==> src/rtl/aes_round_sched.sv <==
// Iterative AES encryption round sequencer: one state register, one MixColumns datapath,
// round keys fetched by index and the S-box layer ported out for sharing.
module aes_round_sched #(
    parameter int unsigned NR = 10
) (
    input  logic         wb_clk_i,
    input  logic         wb_rst_i,
    input  logic         in_valid,
    output logic         in_ready,
    input  logic [127:0] in_data,
    output logic [3:0]   rk_idx,
    input  logic [127:0] rk,
    output logic [127:0] sb_in,
    input  logic [127:0] sb_out,
    output logic         out_valid,
    input  logic         out_ready,
    output logic [127:0] out_data,
    output logic         busy
);

    localparam logic [1:0] StIdle  = 2'd0;
    localparam logic [1:0] StRound = 2'd1;
    localparam logic [1:0] StFinal = 2'd2;
    localparam logic [1:0] StDone  = 2'd3;

    localparam logic [3:0] RndLast  = 4'(NR - 1);
    localparam logic [3:0] RndFinal = 4'(NR);

    logic [1:0]   state_q, state_d;
    logic [3:0]   rnd_q, rnd_d;
    logic [127:0] st_q, st_d;
    logic [127:0] sr_out;
    logic [127:0] mc_out;

    function automatic logic [7:0] xtime(input logic [7:0] b);
        return {b[6:0], 1'b0} ^ (b[7] ? 8'h1b : 8'h00);
    endfunction

    function automatic logic [31:0] mix_column(input logic [31:0] col);
        logic [7:0] a0, a1, a2, a3;
        a0 = col[31:24];
        a1 = col[23:16];
        a2 = col[15:8];
        a3 = col[7:0];
        return {xtime(a0) ^ xtime(a1) ^ a1 ^ a2 ^ a3,
                a0 ^ xtime(a1) ^ xtime(a2) ^ a2 ^ a3,
                a0 ^ a1 ^ xtime(a2) ^ xtime(a3) ^ a3,
                xtime(a0) ^ a0 ^ a1 ^ a2 ^ xtime(a3)};
    endfunction

    // Byte (r,c) sits at bits [127-8*(4c+r) -: 8]; row r rotates left by r columns.
    function automatic logic [127:0] shift_rows(input logic [127:0] s);
        logic [127:0] o;
        o = '0;
        for (int c = 0; c < 4; c++) begin
            for (int r = 0; r < 4; r++) begin
                o[127 - 8 * (4 * c + r) -: 8] = s[127 - 8 * (4 * ((c + r) % 4) + r) -: 8];
            end
        end
        return o;
    endfunction

    function automatic logic [127:0] mix_columns(input logic [127:0] s);
        return {mix_column(s[127:96]), mix_column(s[95:64]),
                mix_column(s[63:32]), mix_column(s[31:0])};
    endfunction

    assign sr_out = shift_rows(sb_out);
    assign mc_out = mix_columns(sr_out);

    always_comb begin
        state_d = state_q;
        rnd_d   = rnd_q;
        st_d    = st_q;
        case (state_q)
            StIdle: begin
                if (in_valid) begin
                    st_d    = in_data ^ rk;
                    rnd_d   = 4'd1;
                    state_d = StRound;
                end
            end
            StRound: begin
                st_d  = mc_out ^ rk;
                rnd_d = rnd_q + 4'd1;
                if (rnd_q == RndLast) begin
                    state_d = StFinal;
                end
            end
            StFinal: begin
                st_d    = sr_out ^ rk;
                state_d = StDone;
            end
            StDone: begin
                if (out_ready) begin
                    rnd_d   = 4'd0;
                    state_d = StIdle;
                end
            end
            default: state_d = StIdle;
        endcase
    end

    always_ff @(posedge wb_clk_i) begin
        if (wb_rst_i) begin
            state_q <= StIdle;
            rnd_q   <= 4'd0;
            st_q    <= '0;
        end else begin
            state_q <= state_d;
            rnd_q   <= rnd_d;
            st_q    <= st_d;
        end
    end

    always_comb begin
        rk_idx = 4'd0;
        case (state_q)
            StRound: rk_idx = rnd_q;
            StFinal: rk_idx = RndFinal;
            default: rk_idx = 4'd0;
        endcase
    end

    assign in_ready  = (state_q == StIdle);
    assign out_valid = (state_q == StDone);
    assign busy      = (state_q != StIdle);
    assign sb_in     = st_q;
    assign out_data  = st_q;

endmodule

==> config.mk <==
export PLATFORM = sky130hd
export DESIGN_NAME = aes_round_sched
export DESIGN_NICKNAME = d
export VERILOG_FILES = /design/src/rtl/aes_round_sched.sv
export SDC_FILE = /design/constraint.sdc
export NUM_CORES = 1
export LEC_CHECK = 0
export ABC_AREA = 1
export CORE_MARGIN = 2
export CORE_UTILIZATION = 30
export CTS_CLUSTER_DIAMETER = 30
export DETAILED_ROUTE_END_ITERATION = 6
export PLACE_DENSITY = 0.6
export SYNTH_ARGS = -nofsm -noshare
export SYNTH_HDL_FRONTEND = slang
export SYNTH_SLANG_ARGS = --single-unit
export TNS_END_PERCENT = 10
==> constraint.sdc <==
create_clock -name wb_clk_i -period 2.65 [get_ports wb_clk_i]
set_input_delay 0.6625 -clock wb_clk_i [delete_from_list [all_inputs] [get_ports wb_clk_i]]
set_output_delay 0.6625 -clock wb_clk_i [all_outputs]
set_load 0.005 [all_outputs]
Yosys cells after proc, flatten, opt, wreduce, memory -nomap -nowiden
Cells that the tools add are included.
{"block": "word_totals", "regBits": 134, "input_bits": 388, "output_inout_bits": 263, "elab_cells": 127}
{"block": "op_classes", "n_addsub": 1, "n_eq_ne": 7, "muxes": 26, "n_bitwise": 83, "n_reduce_logical": 7}
{"cell": "$xor A8 B8 Y8", "count": 64}
{"cell": "$pmux W128 S3", "count": 1}
{"cell": "$xor A128 B128 Y128", "count": 3}
{"cell": "$mux W128", "count": 1}
{"cell": "$xor A8 B5 Y8", "count": 16}
{"cell": "$mux W5", "count": 16}
{"cell": "$pmux W4 S3", "count": 1}
{"cell": "$mux W4", "count": 2}
{"cell": "$pmux W2 S4", "count": 1}
{"cell": "$pmux W4 S2", "count": 1}
{"cell": "$mux W2", "count": 3}
{"cell": "$reduce_and A3 Y1", "count": 2}
{"cell": "$reduce_bool A3 Y1", "count": 2}
{"cell": "$add A4 B1 Y4 const B", "count": 1}
{"cell": "$eq A2 B2 Y1 const B", "count": 2}
{"cell": "$eq A4 B4 Y1 const B", "count": 1}
{"cell": "$ne A2 B2 Y1 const B", "count": 2}
{"cell": "$eq A2 B1 Y1 const B", "count": 1}
{"cell": "$logic_not A2 Y1", "count": 1}
{"cell": "$ne A2 B1 Y1 const B", "count": 1}
{"cell": "$reduce_and A2 Y1", "count": 1}
{"cell": "$reduce_bool A2 Y1", "count": 1}

Logic depth before layout (Yosys ltp)
{"block": "logic_depth", "ltp_word": 8, "depth_mapped": 16, "ltp_nobuf": 15}

Worst setup path after synthesis
OpenSTA, ideal clock, no wires.
{"block": "synth_timing", "kind": "reg2out", "from": "register state_q[0]", "to": "output port rk_idx[2]", "arrival_time_ns": 1.428, "required_time_ns": 1.987, "path_slack_ns": 0.560, "path_stages_with_launch": 7, "n_path_buf": 2, "cell_sequence": "dfxtp_1 > inv_1 > ha_1 > inv_2 > buf_2 > buf_1 > nor3_1"}
{"block": "synth_via", "elab_chain_cells": 2, "word_cells_on_any_way": 3, "cone_classes": "eq/ne (2); mux (1)"}
{"item": "start: declaration", "line": "29", "text": "logic [1:0] state_q, state_d;"}
{"item": "start signal: assignment", "line": "106", "text": "state_q <= StIdle;"}
{"item": "start signal: assignment", "line": "110", "text": "state_q <= state_d;"}
{"item": "$eq A2 B2 Y1 or $eq A2 B1 Y1 (tied branches)", "line": "118", "text": "case (state_q)"}
{"item": "$pmux W4 S2 (*)", "line": "118"}
{"item": "end: declaration", "line": "11", "text": "output logic [3:0] rk_idx,"}
Mark *: on every way between the ends. The rest lies on a longest branch, timed or not.

Final worst setup path
{"block": "layout_timing", "from": "register state_q[0]", "to": "output port busy"}
{"block": "layout_via", "elab_chain_cells": 1}
{"item": "$reduce_bool A2 Y1", "line": "127", "text": "assign busy = (state_q != StIdle);"}
{"item": "end: declaration", "line": "18", "text": "output logic busy"}
No other way between the ends.

==> flow_summary_export.csv <==
group,metric,value,unit
clock_tree,clk_pin_slew,70,ps
global_routing,grt.total_usage,21.9,%
global_routing,grt_pass1_wl,107000,um
floorplanning,start_util,30.3,%
global_routing,grt_max_degree,130,
timing,worst_slack,69.9,ps
logic_synthesis,ys_ff_latch,134,
global_routing,grt_pass1_vias,18400,
logic_synthesis,synth_top_area_share,20.9,%
cells_and_area,finish.instance_area,25400,um^2
clock_tree,htree_levels,4,
logic_synthesis,async_flop_share,0,%
placement,dp.cells,4426,
route,wl_per_cell,15.9,um
route,vias,20400,
route,detail-route-antenna-nets,0,
logic_synthesis,mappedNetlistNets,3606,
placement,gp_congestion,0.892,
floorplanning,fp.dieH,251,um
cells_and_area,stdcell_count,4460,
power_and_ir_drop,ir_drop,832,uV
cells_and_area,final_core_utilization,42.1,%
power_and_ir_drop,power_density,947,nW/um^2
worst_setup_path,critPathBufInv,4,
timing,fin_crit_sh,97.4,%
clock_tree,clock_latency,510,ps
timing,setup_viol,0,
placement,placed_area,24800,um^2
route,postRouteWirelength,70900,um
worst_setup_path,worstPathArrival,1920,ps
clock_tree,cts_root_buf,"clkbuf_16",
logic_synthesis,synth_cell_types,33,
timing,tightest_slew,767,ps
floorplanning,num_rows,90,
cells_and_area,area_delta_synth_final,39.2,%
clock_tree,clock_sinks,134,
cells_and_area,drive_above_1_share,8.98,%
floorplanning,core_area,60200,um^2
global_routing,grt_remaining_overflow,0,
logic_synthesis,synth_ff_type,"dfxtp_1",
logic_synthesis,synthesis.instances,3209,
cells_and_area,final_cell_mix,"nand2_1, clkdlybuf4s50_1, nand3_1",
worst_setup_path,crit_path_end_kind,"output port",
floorplanning,die_area,62800,um^2
timing,slew_violations,0,
logic_synthesis,synth-edff-count,0,
logic_synthesis,yosysTopAreaCell,"nand2_1",
timing,fin_crit,2580,ps
route,drc,0,
worst_setup_path,cp_top_family,"buffers and inverters",
timing,rsz0062_at_grt,"no",
clock_tree,cts_buffer_depth,2,
timing,slew_headroom,48.9,%
timing,skew,16.7,ps
worst_setup_path,cp_cell_sequence,"inv_1 > buf_4 > ha_4 > inv_4 > clkdlybuf4s50_1",
logic_synthesis,yosys_warnings,0,
power_and_ir_drop,p_leak,12.4,nW
worst_setup_path,required,1990,ps
timing,hold_viol,0,
cells_and_area,fin_nets,4060,
worst_setup_path,crit_fanout,5,
global_routing,antenna_found_initial,8,
cells_and_area,layout_commonest_cell,"nand2_1",
clock_tree,cts_inserted_buffers,17,
route,vias_per_cell,4.58,
worst_setup_path,critPathKind,"reg2out",
logic_synthesis,synth_area_leaders,"nand2_1, dfxtp_1, nand3_1",
worst_hold_path,hold_class,"reg2reg",
timing,fmax,388,MHz
placement,portBuffers,650,
logic_synthesis,synth_area,18200,um^2
clock_tree,cts_tree,"built",
route,drt_iter0_drc,1108,
logic_synthesis,yosysSeqAreaShare,14.7,%
job,drv_cap,0,
worst_setup_path,cp-start-kind,"flop",
status,outcome,"completed",
floorplanning,ios,651,
placement,dpl.hpwl,54900,um
clock_tree,postCtsSetupRepairBufs,0,
worst_setup_path,cpPeakStageDelay,510,ps
floorplanning,die_x,251,um
logic_synthesis,synth.avg_cell_area,5.68,um^2
power_and_ir_drop,p_total,24.0,mW
worst_setup_path,slowest_stage,"clkdlybuf4s50_1",
route,drt_first_pass_iters,5,
placement,pre_cts_ws,34.7,ps
[synth_stat cells, types with 9 or more instances]
cell type	instances
buf_1	10
buf_4	138
xnor2_1	140
nor2_1	269
a21oi_1	205
or2_2	128
clkbuf_1	67
nand3b_1	42
or2_1	31
o21ai_1	29
ha_1	9
xor2_1	127
nand2_1	1014
dfxtp_1	134
inv_1	313
xnor2_2	28
o21ai_0	59
inv_2	14
nand3_1	321
buf_2	87
[worst paths after layout]
check              from             to  slack (ps)  cells past startpoint
min reg2reg    rnd_q[2]       rnd_q[2]         540                      2
min            rnd_q[2]       rnd_q[2]         540                      2
max          state_q[0]           busy          70                      5
max reg2reg  state_q[1]  out_data[101]         460                     11
[worst reg2reg max path: cells and delay by family, from the launching register on]
| kind | cells | cell delay (ps) |
|---|---|---|
| buffers and inverters | 4 | 790 |
| adders and majority gates | 1 | 260 |
| and+or+nand+nor | 4 | 340 |
| AOI/OAI and AO/OA | 2 | 390 |
| DFF | 1 | 310 |
[registers in the layout, indices dropped and copies added (netlist names)]
signal    flops
out_data    128
state_q       2
rnd_q         4
[report_power, final]
part	leakage, nW	internal [mW]	total (mW)	switching, mW
Clock	0.283	1.34	2.54	1.21
Combinational	11.1	8.09	17.6	9.55
Sequential	1.12	2.94	3.85	0.903
[cell type report]
class / instances / area, um^2
flip-flops and latches: 134 / 2690
diodes: 2 / 5.00
fillers: 6404 / 34900
repair buffers: 752 / 7460
well taps: 782 / 978
clock inverters: 14 / 135
clock buffers: 18 / 439
inverters: 327 / 1230
multi-input cells: 2431 / 12400
[metrics by stage]
stage | hold WS, ps | setup TNS (ps)
final | 542 | 0
after global placement | 525 | 0
after floorplan | 504 | 0
after CTS | 537 | -55.0
after global routing | 557 | 0
after detailed placement | 526 | 0
[what timing repair did]
item,in CTS,in global routing
endpoints found under the setup margin,6,1
gates resized for setup,7,2
hold buffers,0,0
[logic make-up (layout without fill, tap and decap cells)]
logic type / Yosys count / count (layout) / synth area share, %
adder cells (fa/ha/maj): 9 / 9 / 0.617
other: 0 / 2 / 0
AND/OR/NAND/NOR: 1816 / 1816 / 42.8
AO/OA/AOI/OAI: 306 / 306 / 8.58
buffers and inverters: 644 / 1111 / 17.4
flip-flops: 134 / 134 / 14.7
XOR/XNOR: 300 / 300 / 16.0
[per-layer routing]
layer | track usage, % | up-vias | part of all wire, %
met5 | 0 | - | 0.085
met4 | 6.45 | 8 | 2.3
met3 | 4.89 | 86 | 5.9
met2 | 37.7 | 587 | 48
met1 | 27.2 | 9080 | 44
li1 | - | 10700 | -
(Power assumes the default switching activity.)
